### src/rtl/sparse_pkg.sv
`default_nettype none
// ============================================================================
// Module  : sparse_pkg
// Purpose : Shared constants, lane-width helper and descriptor type for the
//           sparse stream expander and its descriptor buffer.
// Ports   : none (package)
// Revision: 1.0  initial release
// ============================================================================
package sparse_pkg;

  localparam int DATA_WIDTH_DEF = 8;
  localparam int NUM_LANES_DEF  = 8;

  // Width of a lane index; never narrower than one bit.
  function automatic int lane_w(input int n);
    return (n <= 2) ? 1 : $clog2(n);
  endfunction

  // Compressed row descriptor at the default geometry.
  typedef struct packed {
    logic [NUM_LANES_DEF-1:0]                bitmap;
    logic [NUM_LANES_DEF*DATA_WIDTH_DEF-1:0] values;
    logic                                    tile_last;
  } desc_t;

endpackage
`default_nettype wire

### src/rtl/sparse_desc_buf.sv
`default_nettype none
// ============================================================================
// Module  : sparse_desc_buf
// Purpose : Two-entry (active + shadow) descriptor buffer. The active entry
//           is the row currently being expanded; the shadow holds the next
//           row so the expander never idles between back-to-back rows.
// Ports   : clk, rst        clock, asynchronous active-high reset
//           push_i          a descriptor is accepted this cycle
//           push_desc_i     the accepted descriptor
//           pop_i           the active row finishes this cycle
//           act_valid_o     active entry holds a row
//           act_desc_o      active descriptor
//           shd_valid_o     shadow entry holds a row
// Revision: 1.0  initial release
// ============================================================================
module sparse_desc_buf
  import sparse_pkg::*;
#(
  parameter int DESC_W = NUM_LANES_DEF * (DATA_WIDTH_DEF + 1) + 1
) (
  input  logic              clk,
  input  logic              rst,
  input  logic              push_i,
  input  logic [DESC_W-1:0] push_desc_i,
  input  logic              pop_i,
  output logic              act_valid_o,
  output logic [DESC_W-1:0] act_desc_o,
  output logic              shd_valid_o
);

  logic              act_valid_q, act_valid_d;
  logic              shd_valid_q, shd_valid_d;
  logic [DESC_W-1:0] act_desc_q,  act_desc_d;
  logic [DESC_W-1:0] shd_desc_q,  shd_desc_d;

  always_comb begin
    act_valid_d = act_valid_q;
    shd_valid_d = shd_valid_q;
    act_desc_d  = act_desc_q;
    shd_desc_d  = shd_desc_q;
    if (pop_i) begin
      if (shd_valid_q) begin
        // Promote the waiting row; an arrival refills the shadow.
        act_desc_d  = shd_desc_q;
        shd_valid_d = push_i;
        if (push_i) begin
          shd_desc_d = push_desc_i;
        end
      end else if (push_i) begin
        // Arrival on the last element goes straight to active.
        act_desc_d = push_desc_i;
      end else begin
        act_valid_d = 1'b0;
      end
    end else if (push_i) begin
      if (!act_valid_q) begin
        act_desc_d  = push_desc_i;
        act_valid_d = 1'b1;
      end else begin
        shd_desc_d  = push_desc_i;
        shd_valid_d = 1'b1;
      end
    end
  end

  always_ff @(posedge clk or posedge rst) begin
    if (rst) begin
      act_valid_q <= 1'b0;
      shd_valid_q <= 1'b0;
      act_desc_q  <= '0;
      shd_desc_q  <= '0;
    end else begin
      act_valid_q <= act_valid_d;
      shd_valid_q <= shd_valid_d;
      act_desc_q  <= act_desc_d;
      shd_desc_q  <= shd_desc_d;
    end
  end

  assign act_valid_o = act_valid_q;
  assign act_desc_o  = act_desc_q;
  assign shd_valid_o = shd_valid_q;

endmodule
`default_nettype wire

### src/rtl/sparse_stream_expander.sv
`default_nettype none
// ============================================================================
// Module  : sparse_stream_expander
// Purpose : Expands compressed row descriptors (nonzero bitmap + packed
//           nonzero values) into a dense one-element-per-cycle stream with a
//           per-element sparse index, plus saturating nnz/zero statistics.
// Ports   : clk, rst           clock, asynchronous active-high reset
//           in_valid/in_ready  descriptor handshake
//           in_bitmap          lane nonzero bitmap
//           in_values          packed nonzero values, slice 0 at LSBs
//           in_tile_last       descriptor closes a tile
//           out_valid/out_ready element handshake
//           out_data           element value (0 for zero lanes)
//           out_sparse_index   bitmap bit of the current lane
//           out_lane           current lane index
//           out_row_last       last lane of the row
//           out_tile_last      last lane of a tile-closing row
//           stat_nnz/stat_zero saturating element counters
//           stat_clr           synchronous counter clear
// Revision: 1.0  initial release
// ============================================================================
module sparse_stream_expander
  import sparse_pkg::*;
#(
  parameter int DATA_WIDTH = DATA_WIDTH_DEF,
  parameter int NUM_LANES  = NUM_LANES_DEF,
  parameter int CNT_WIDTH  = 16
) (
  input  logic                            clk,
  input  logic                            rst,
  input  logic                            in_valid,
  output logic                            in_ready,
  input  logic [NUM_LANES-1:0]            in_bitmap,
  input  logic [NUM_LANES*DATA_WIDTH-1:0] in_values,
  input  logic                            in_tile_last,
  output logic                            out_valid,
  input  logic                            out_ready,
  output logic [DATA_WIDTH-1:0]           out_data,
  output logic                            out_sparse_index,
  output logic [lane_w(NUM_LANES)-1:0]    out_lane,
  output logic                            out_row_last,
  output logic                            out_tile_last,
  output logic [CNT_WIDTH-1:0]            stat_nnz,
  output logic [CNT_WIDTH-1:0]            stat_zero,
  input  logic                            stat_clr
);

  localparam int LW     = lane_w(NUM_LANES);
  localparam int VW     = NUM_LANES * DATA_WIDTH;
  localparam int DESC_W = NUM_LANES + VW + 1;

  localparam logic [LW-1:0]        LAST_LANE = LW'(NUM_LANES - 1);
  localparam logic [LW-1:0]        LANE_ONE  = LW'(1);
  localparam logic [CNT_WIDTH-1:0] CNT_ONE   = CNT_WIDTH'(1);
  localparam logic [CNT_WIDTH-1:0] CNT_MAX   = '1;

  typedef enum logic [0:0] {
    ST_IDLE   = 1'b0,
    ST_EXPAND = 1'b1
  } state_e;

  state_e               state_q, state_d;
  logic [LW-1:0]        lane_q, lane_d;
  logic [LW-1:0]        ptr_q, ptr_d;
  logic [CNT_WIDTH-1:0] nnz_q, nnz_d;
  logic [CNT_WIDTH-1:0] zero_q, zero_d;
  // Keeps in_ready low while reset is asserted and for the first edge after.
  logic                 run_q;

  logic              act_valid, shd_valid;
  logic [DESC_W-1:0] in_desc, act_desc;
  logic [NUM_LANES-1:0] act_bitmap;
  logic [VW-1:0]     act_values;
  logic              act_tile_last;
  logic [DATA_WIDTH-1:0] act_slices [NUM_LANES];

  logic accept, hs, at_last, row_done, cur_bit;
  logic [DATA_WIDTH-1:0] cur_val;

  assign in_desc = {in_bitmap, in_values, in_tile_last};
  assign {act_bitmap, act_values, act_tile_last} = act_desc;

  generate
    for (genvar g = 0; g < NUM_LANES; g++) begin : g_slice
      assign act_slices[g] = act_values[g*DATA_WIDTH +: DATA_WIDTH];
    end
  endgenerate

  assign in_ready  = run_q & ~shd_valid;
  assign accept    = in_valid & in_ready;
  assign out_valid = (state_q == ST_EXPAND) & act_valid;
  assign hs        = out_valid & out_ready;
  assign at_last   = (lane_q == LAST_LANE);
  assign row_done  = hs & at_last;
  assign cur_bit   = act_bitmap[lane_q];
  assign cur_val   = act_slices[ptr_q];

  sparse_desc_buf #(
    .DESC_W (DESC_W)
  ) u_buf (
    .clk         (clk),
    .rst         (rst),
    .push_i      (accept),
    .push_desc_i (in_desc),
    .pop_i       (row_done),
    .act_valid_o (act_valid),
    .act_desc_o  (act_desc),
    .shd_valid_o (shd_valid)
  );

  // Next state and lane/value-pointer walk.
  always_comb begin
    state_d = state_q;
    lane_d  = lane_q;
    ptr_d   = ptr_q;
    case (state_q)
      ST_IDLE: begin
        if (accept) begin
          state_d = ST_EXPAND;
        end
      end
      ST_EXPAND: begin
        if (hs) begin
          if (at_last) begin
            lane_d = '0;
            ptr_d  = '0;
            // Continue only if another row is ready now (shadow or direct).
            if (!shd_valid && !accept) begin
              state_d = ST_IDLE;
            end
          end else begin
            lane_d = lane_q + LANE_ONE;
            if (cur_bit) begin
              ptr_d = ptr_q + LANE_ONE;
            end
          end
        end
      end
      default: begin
        state_d = ST_IDLE;
        lane_d  = '0;
        ptr_d   = '0;
      end
    endcase
  end

  // Saturating statistics; a clear in the same cycle beats an increment.
  always_comb begin
    nnz_d  = nnz_q;
    zero_d = zero_q;
    if (stat_clr) begin
      nnz_d  = '0;
      zero_d = '0;
    end else if (hs) begin
      if (cur_bit) begin
        if (nnz_q != CNT_MAX) begin
          nnz_d = nnz_q + CNT_ONE;
        end
      end else begin
        if (zero_q != CNT_MAX) begin
          zero_d = zero_q + CNT_ONE;
        end
      end
    end
  end

  always_ff @(posedge clk or posedge rst) begin
    if (rst) begin
      state_q <= ST_IDLE;
      lane_q  <= '0;
      ptr_q   <= '0;
      nnz_q   <= '0;
      zero_q  <= '0;
      run_q   <= 1'b0;
    end else begin
      state_q <= state_d;
      lane_q  <= lane_d;
      ptr_q   <= ptr_d;
      nnz_q   <= nnz_d;
      zero_q  <= zero_d;
      run_q   <= 1'b1;
    end
  end

  // Element outputs are forced to 0 whenever no element is presented.
  assign out_sparse_index = out_valid & cur_bit;
  assign out_data         = out_sparse_index ? cur_val : '0;
  assign out_lane         = out_valid ? lane_q : '0;
  assign out_row_last     = out_valid & at_last;
  assign out_tile_last    = out_row_last & act_tile_last;
  assign stat_nnz         = nnz_q;
  assign stat_zero        = zero_q;

endmodule
`default_nettype wire

### config.mk
export PLATFORM = sky130hd
export DESIGN_NAME = sparse_stream_expander
export DESIGN_NICKNAME = d
export VERILOG_FILES = /design/src/rtl/sparse_pkg.sv /design/src/rtl/sparse_desc_buf.sv /design/src/rtl/sparse_stream_expander.sv
export SDC_FILE = /design/constraint.sdc
export NUM_CORES = 1
export LEC_CHECK = 0
export CORE_MARGIN = 2
export CORE_UTILIZATION = 50
export DETAILED_ROUTE_END_ITERATION = 12
export PLACE_DENSITY = 0.85
export SYNTH_ARGS = -nofsm -noshare
export SYNTH_HDL_FRONTEND = slang
export SYNTH_SLANG_ARGS = --single-unit
### constraint.sdc
create_clock -name clk -period 17 [get_ports clk]
set_input_delay 4.25 -clock clk [delete_from_list [all_inputs] [get_ports clk]]
set_output_delay 4.25 -clock clk [all_outputs]
set_load 0.005 [all_outputs]
==> out/metrics.yaml, run 1 <==
critical_path:
  critical_path_class: "flop to primary output"
  crit_top_cell: "nor2_1"
  crit_buf_inv: 1
  cp_max_fo: 22
  path_cells: "mux2i_1 -> a22o_1 -> nor2_1 -> nand2_1 -> nor2_1 -> clkdlybuf4s50_1"
  slowest_delay_ns: 0.90
  cp_data_arrival_time_ns: 3.64
  cp-end-kind: "primary output"
  path_depth: 6
  crit_family: "simple AND/OR/NAND/NOR gates"
  critPathLaunchType: "flop"
  slowest_stage: "nor2_1"
  ff2ff_path_depth: 6
  worstPathRequired_ns: 12.75
sta:
  final-max-slew-violation-count: 0
  hold_viol: 0
  setup_tns_ns: 0
  skew_ns: 0.00931
  rsz0062_at_grt: "false"
  whs_ns: 0.506
  worst_pin_slew_ns: 1.17
  period_needed_ns: 7.89
  fmax_mhz: 127
  setup_viol: 0
  period_share_pct: 46.4
  relSlewSlack_pct: 22.0
clock_tree:
  numCtsBuffers: 17
  cts.sinks: 188
  clk_pin_slew_ns: 0.07
  clk-insertion-delay-late_ns: 0.44
  cts-root-buf: "clkbuf_16"
  cts_resized: 0
  cts_tree: "yes"
  htreeDepth: 4
  hold_buffers: 0
  post-cts-setup-buffer-count: 0
  clockBufferDepth: 2
power_and_ir_drop:
  vdd_ir_drop_max_uv: 145
  p_total_uw: 1800
  powerDensity_nw_per_um2: 165
  p_leak_uw: 0.00481
floorplan:
  ios: 126
  die_area_um2: 18900
  rows: 48
  die_h_um: 137
  die_w_um: 137
  coreArea_um2: 17400
  start_util_pct: 51.3
yosys:
  yosys.area.top_type: "dfrtp_1"
  synth-compound-area-share_pct: 9.41
  synth_fa_ha_area_share_pct: 0.702
  synth_top_family_by_area: "multiplexers"
  synth.area.mux_share_pct: 23.5
  synth_nets: 859
  netlist_instances: 776
  post_synth_main_area_contributors: "dfrtp_1, mux2_2, mux2i_1, a21oi_1, mux4_2"
  yosys.area_share.simple_pct: 10.7
  ys_ff_latch: 188
  synth_cell_types: 42
  ys.flop_type: "dfrtp_1"
  synth-xor-area-share_pct: 0.0983
  yosysSeqAreaShare_pct: 52.8
  async_flop_share_pct: 100
  syn_area_um2: 8910
  yosys_warnings: 0
  yosysTopAreaCellShare_pct: 52.8
  synth_edf_count: 0
  avgSynthCellArea_um2: 11.5
layout:
  final_area_um2: 10900
  layout_commonest_cell: "dfrtp_1"
  drive_above_1_share_pct: 16.3
  fin_nets: 957
  num-fill-cells: 1378
  insertedDiodeCount: 0
  mostFrequentLayoutCells: "dfrtp_1, clkdlybuf4s50_1, a21oi_1"
  area_delta_synth_final_pct: 22.3
global_routing:
  grt_use_total_pct: 22.4
  grt_max_degree: 112
  grt_pass1_vias: 6288
  grt_pass1_wl_mm: 32.4
  grt_remaining_overflow: 0
  antenna_found_initial: 0
min_path:
  hold_class: "flop to flop"
  hold-path-cell-count: 1
detailed_routing:
  viasPerCell: 5.71
  postRouteAntennaNets: 0
  dr.first_iter.drc_count: 479
  wl_per_cell_um: 17.8
  drt_pass1_iterations: 5
  routed_wl_mm: 19.8
  drc: 0
  vias: 6351
placement:
  placed_area_um2: 10300
  gp_congestion: 0.809
  portBuffers: 125
  dp_hpwl_mm: 13.0
status:
  status: "finished, final reports clean"
flow_run:
  drv_cap: 0
synthesized netlist by cell type (2+ instances only):
library cell,instances
and3_1,9
mux2i_1,84
nand3_1,17
a31o_2,2
or2_2,3
o31ai_1,21
buf_1,6
and4_1,2
and2_1,2
nand4_1,6
clkbuf_1,24
nor2b_1,6
nor4_1,2
nor3_1,2
nor2_1,91
nand2b_1,3
a21o_1,2
mux2_2,79
inv_1,5
o21ai_0,9
nand2_1,23
or3_1,6
mux4_2,16
or4_1,21
buf_2,22
dfrtp_1,188
ha_1,5
a21oi_1,106
per-layer routing:
metal	global-route usage [%]	wire [um]
met3	4.16	961
met4	7.62	332
met1	30.9	8730
met5	0	0
met2	35.8	9820
logic make-up (layout without fill, tap and decap cells):
kind of cell / count (synthesis) / in the layout
simple gates: 196 / 196
flops: 188 / 188
mux: 179 / 179
compound gates: 148 / 148
buf+inv: 58 / 169
fa+ha+maj: 5 / 5
other cells: 1 / 1
xor+xnor: 1 / 1
report_power, final:
group	switching (uW)	internal [uW]	leakage [uW]
logic	300	340	0.00227
registers	125	636	0.00226
clock network	176	225	0.000282
layout make-up:
class                      count  area [um^2]  area share [%]
clock buffer                  19          453            4.16
clock inverter                13          140            1.29
inverter                       5         23.8           0.218
multi-input combinational    530         3990            36.6
sequential                   188         4700            43.2
tap                          225          282            2.58
timing repair buffer         132         1300            12.0
final timing paths:
check	slack, ns	start	end
setup / recovery	9.11	lane_q[0]	out_data[6]
hold / removal	0.51	u_buf.shd_desc_q[42]	u_buf.shd_desc_q[42]
setup reg to reg	14.10	lane_q[0]	u_buf.act_desc_o[54]
hold reg to reg	0.51	u_buf.shd_desc_q[42]	u_buf.shd_desc_q[42]
max in group asynchronous	11.00	rst	stat_nnz[7]
min in group asynchronous	4.42	rst	stat_zero[5]
sequential cells by signal, indices dropped and copies added (netlist names):
| register | flops |
|---|---|
| lane_q | 3 |
| u_buf.act_valid_o | 1 |
| u_buf.shd_desc_q | 73 |
| ptr_q | 3 |
| u_buf.act_desc_o | 73 |
| stat_zero | 16 |
| state_q | 1 |
| run_q | 1 |
| u_buf.shd_valid_o | 1 |
| stat_nnz | 16 |
through the flow:
step / instances / util, % / worst slack [ns]
2_1_floorplan: 776 / - / 7.64
3_3_place_gp: 1080 / 59.4 / 9.71
3_5_place_dp: 1080 / 59.4 / 9.53
4_1_cts: 1112 / 62.8 / 9.06
5_1_grt: 1112 / 62.8 / 8.84
6_report: 1112 / 62.8 / 9.11
(Power assumes the default switching activity.)
==> inputs of run 2 (changes only) <==
PLACE_DENSITY = 0.88   (was 0.85)
clock period = 6.5 ns   (was 17 ns; I/O delays follow)
==> out/metrics.yaml, run 2 (synthesis results as in run 1) <==
status:
  status: "finished, final reports clean"
layout:
  fin_nets: 959  # +0.21%
  drive_above_1_share_pct: 16.4  # +0.076 points
  area_delta_synth_final_pct: 22.6
  layout_commonest_cell: "dfrtp_1"
  mostFrequentLayoutCells: "dfrtp_1, clkdlybuf4s50_1, a21oi_1"
  num-fill-cells: 1340  # -2.8%
  insertedDiodeCount: 0  # unchanged
floorplan:
  start_util_pct: 51.3  # unchanged
  coreArea_um2: 17400  # unchanged
  die_h_um: 137  # unchanged
  die_w_um: 137  # unchanged
  die_area_um2: 18900  # unchanged
  ios: 126  # unchanged
  rows: 48  # unchanged
placement:
  portBuffers: 125  # unchanged
  pre_cts_slack_ns: 2.39  # -7.14 ns
  gp_congestion: 0.778  # -3.9%
  dp_hpwl_mm: 13.0  # -0.14%
flow_run:
  drv_cap: 0  # unchanged
detailed_routing:
  vias: 6469  # +1.9%
  dr.first_iter.drc_count: 397  # -17%
  drt_pass1_iterations: 4  # -1
  wl_per_cell_um: 17.6  # -1.3%
  viasPerCell: 5.81  # +1.7%
  routed_wl_mm: 19.6  # -1.1%
  postRouteAntennaNets: 0  # unchanged
  drc: 0  # unchanged
critical_path:
  critPathLaunchType: "flop"
  slowest_stage: "dfrtp_1"
  r2r-end: "u_buf.act_desc_o[7]"
  cp_max_fo: 22  # unchanged
  critical_path_class: "flop to primary output"
  path_cells: "mux2_2 -> o22ai_2 -> nor2_1 -> buf_4 -> nand2_1 -> nor2_1 -> clkdlybuf4s50_1"
  reg2reg_slack_ns: 3.74  # -10.36 ns
  ff2ff_path_depth: 6  # unchanged
  cp-end-kind: "primary output"
  cp_data_arrival_time_ns: 2.89  # -0.75 ns
  slowest_delay_ns: 0.54  # -0.36 ns
  crit_top_cell: "nor2_1"
  worstPathRequired_ns: 4.88  # -7.87 ns
  rr_startpoint: "lane_q[0]"
global_routing:
  grt_remaining_overflow: 0  # unchanged
  grt_pass1_wl_mm: 32.1  # -0.77%
  grt_use_total_pct: 22.0  # -0.39 points
  grt_max_degree: 189  # +69%
  antenna_found_initial: 0  # unchanged
  grt_pass1_vias: 6368  # +1.3%
power_and_ir_drop:
  p_leak_uw: 0.00482  # +0.18%
  vdd_ir_drop_max_uv: 346  # +140%
  powerDensity_nw_per_um2: 432  # +160%
clock_tree:
  clk_pin_slew_ns: 0.07  # about the same
  clk-insertion-delay-late_ns: 0.44  # about the same
  cts_tree: "yes"
  cts.sinks: 188  # unchanged
  numCtsBuffers: 17  # unchanged
  htreeDepth: 4  # unchanged
  cts_resized: 0  # unchanged
  post-cts-setup-buffer-count: 0  # unchanged
  clockBufferDepth: 2  # unchanged
  hold_buffers: 0  # unchanged
  cts-root-buf: "clkbuf_16"
sta:
  skew_ns: 0.0115  # +0.00221 ns
  rsz0062_at_grt: "false"
  setup_viol: 0  # unchanged
  fmax_mhz: 221
  finalWorstSetupSlack_ns: 1.98  # -7.12 ns
  final-max-slew-violation-count: 0  # unchanged
  relSlewSlack_pct: 28.7  # +6.7 points
  period_share_pct: 69.5
  period_needed_ns: 4.52
  hold_viol: 0  # unchanged
  setup_tns_ns: 0  # unchanged
  worst_pin_slew_ns: 1.07  # -0.0968 ns
min_path:
  hold-path-cell-count: 1  # unchanged
  hold_class: "flop to flop"
  worst_hold_path.endpoint: "u_buf.shd_desc_q[53]"
  min_from: "u_buf.shd_desc_q[53]"
## run 2: cell count changes in the layout (fill, tap and decap cells not counted)
cell and delta:
clkbuf_8 -2, inv_8 +2, buf_12 +1, buf_4 +1, clkbuf_1 +1, clkinv_2 -1
clkinv_4 -1, inv_6 +1
## run 2: worst max-delay path: cells and delay by family, from the launching register on
| family | cells | cell delay [ns] |
|---|---|---|
| buffers and inverters | 2 | 0.69 |
| flip-flops | 1 | 0.54 |
| AO/OA/AOI/OAI | 1 | 0.29 |
| AND/OR/NAND/NOR | 3 | 0.55 |
| multiplexers | 1 | 0.39 |
## run 2: final cells by class
type                       instances  area, um^2  share of cell area (%)
clock buffer                      18         429                    3.93
multi-input combinational        530        3990                    36.6
tap                              225         282                    2.58
inverter                           5        22.5                   0.206
clock inverter                    14         159                    1.46
sequential                       188        4700                    43.1
timing repair buffer             134        1330                    12.2
## run 2: report_power, final
| part | switching (uW) | internal (uW) | leakage, uW |
|---|---|---|---|
| combinational | 771 | 898 | 0.00228 |
| clock | 474 | 576 | 0.000282 |
| sequential | 336 | 1660 | 0.00226 |
| total | 1580 | 3140 | 0.00482 |
## run 2: metal layers
layer / vias up / share of wire (%) / global-route usage [%]
li1: 3025 / - / -
met1: 3222 / 44 / 29.2
met2: 197 / 49 / 36.5
met3: 25 / 5.2 / 4.42
met4: 0 / 1.5 / 6.87
met5: - / 0 / 0
## run 2: through the flow
step | hold slack [ns] | utilization (%) | instance area [um^2] | power, uW | instances
6_report | 0.507 | 62.9 | 10900 | 4720 | 1114
5_1_grt | 0.518 | 62.9 | 10900 | 5010 | 1114
4_1_cts | 0.510 | 62.9 | 10900 | 4750 | 1114
3_5_place_dp | 0.494 | 59.5 | 10300 | 3690 | 1082
3_3_place_gp | 0.488 | 59.5 | 10300 | 3610 | 1082
2_1_floorplan | 0.480 | - | 8910 | 3060 | 776
## run 2: how the worst max path moves through the flow
| stage | from | end | slack (ns) | cells past startpoint |
|---|---|---|---|---|
| global route | lane_q[0] | out_data[3] | 1.81 | 7 |
| CTS | lane_q[0] | out_data[5] | 1.99 | 7 |
| floorplan | rst | lane_q[0] | 2.45 | 1 |
| finish | lane_q[0] | out_data[3] | 1.98 | 7 |
| detailed placement | out_ready | u_buf.act_desc_o[27] | 2.39 | 6 |
| global placement | out_ready | u_buf.act_desc_o[13] | 2.42 | 6 |
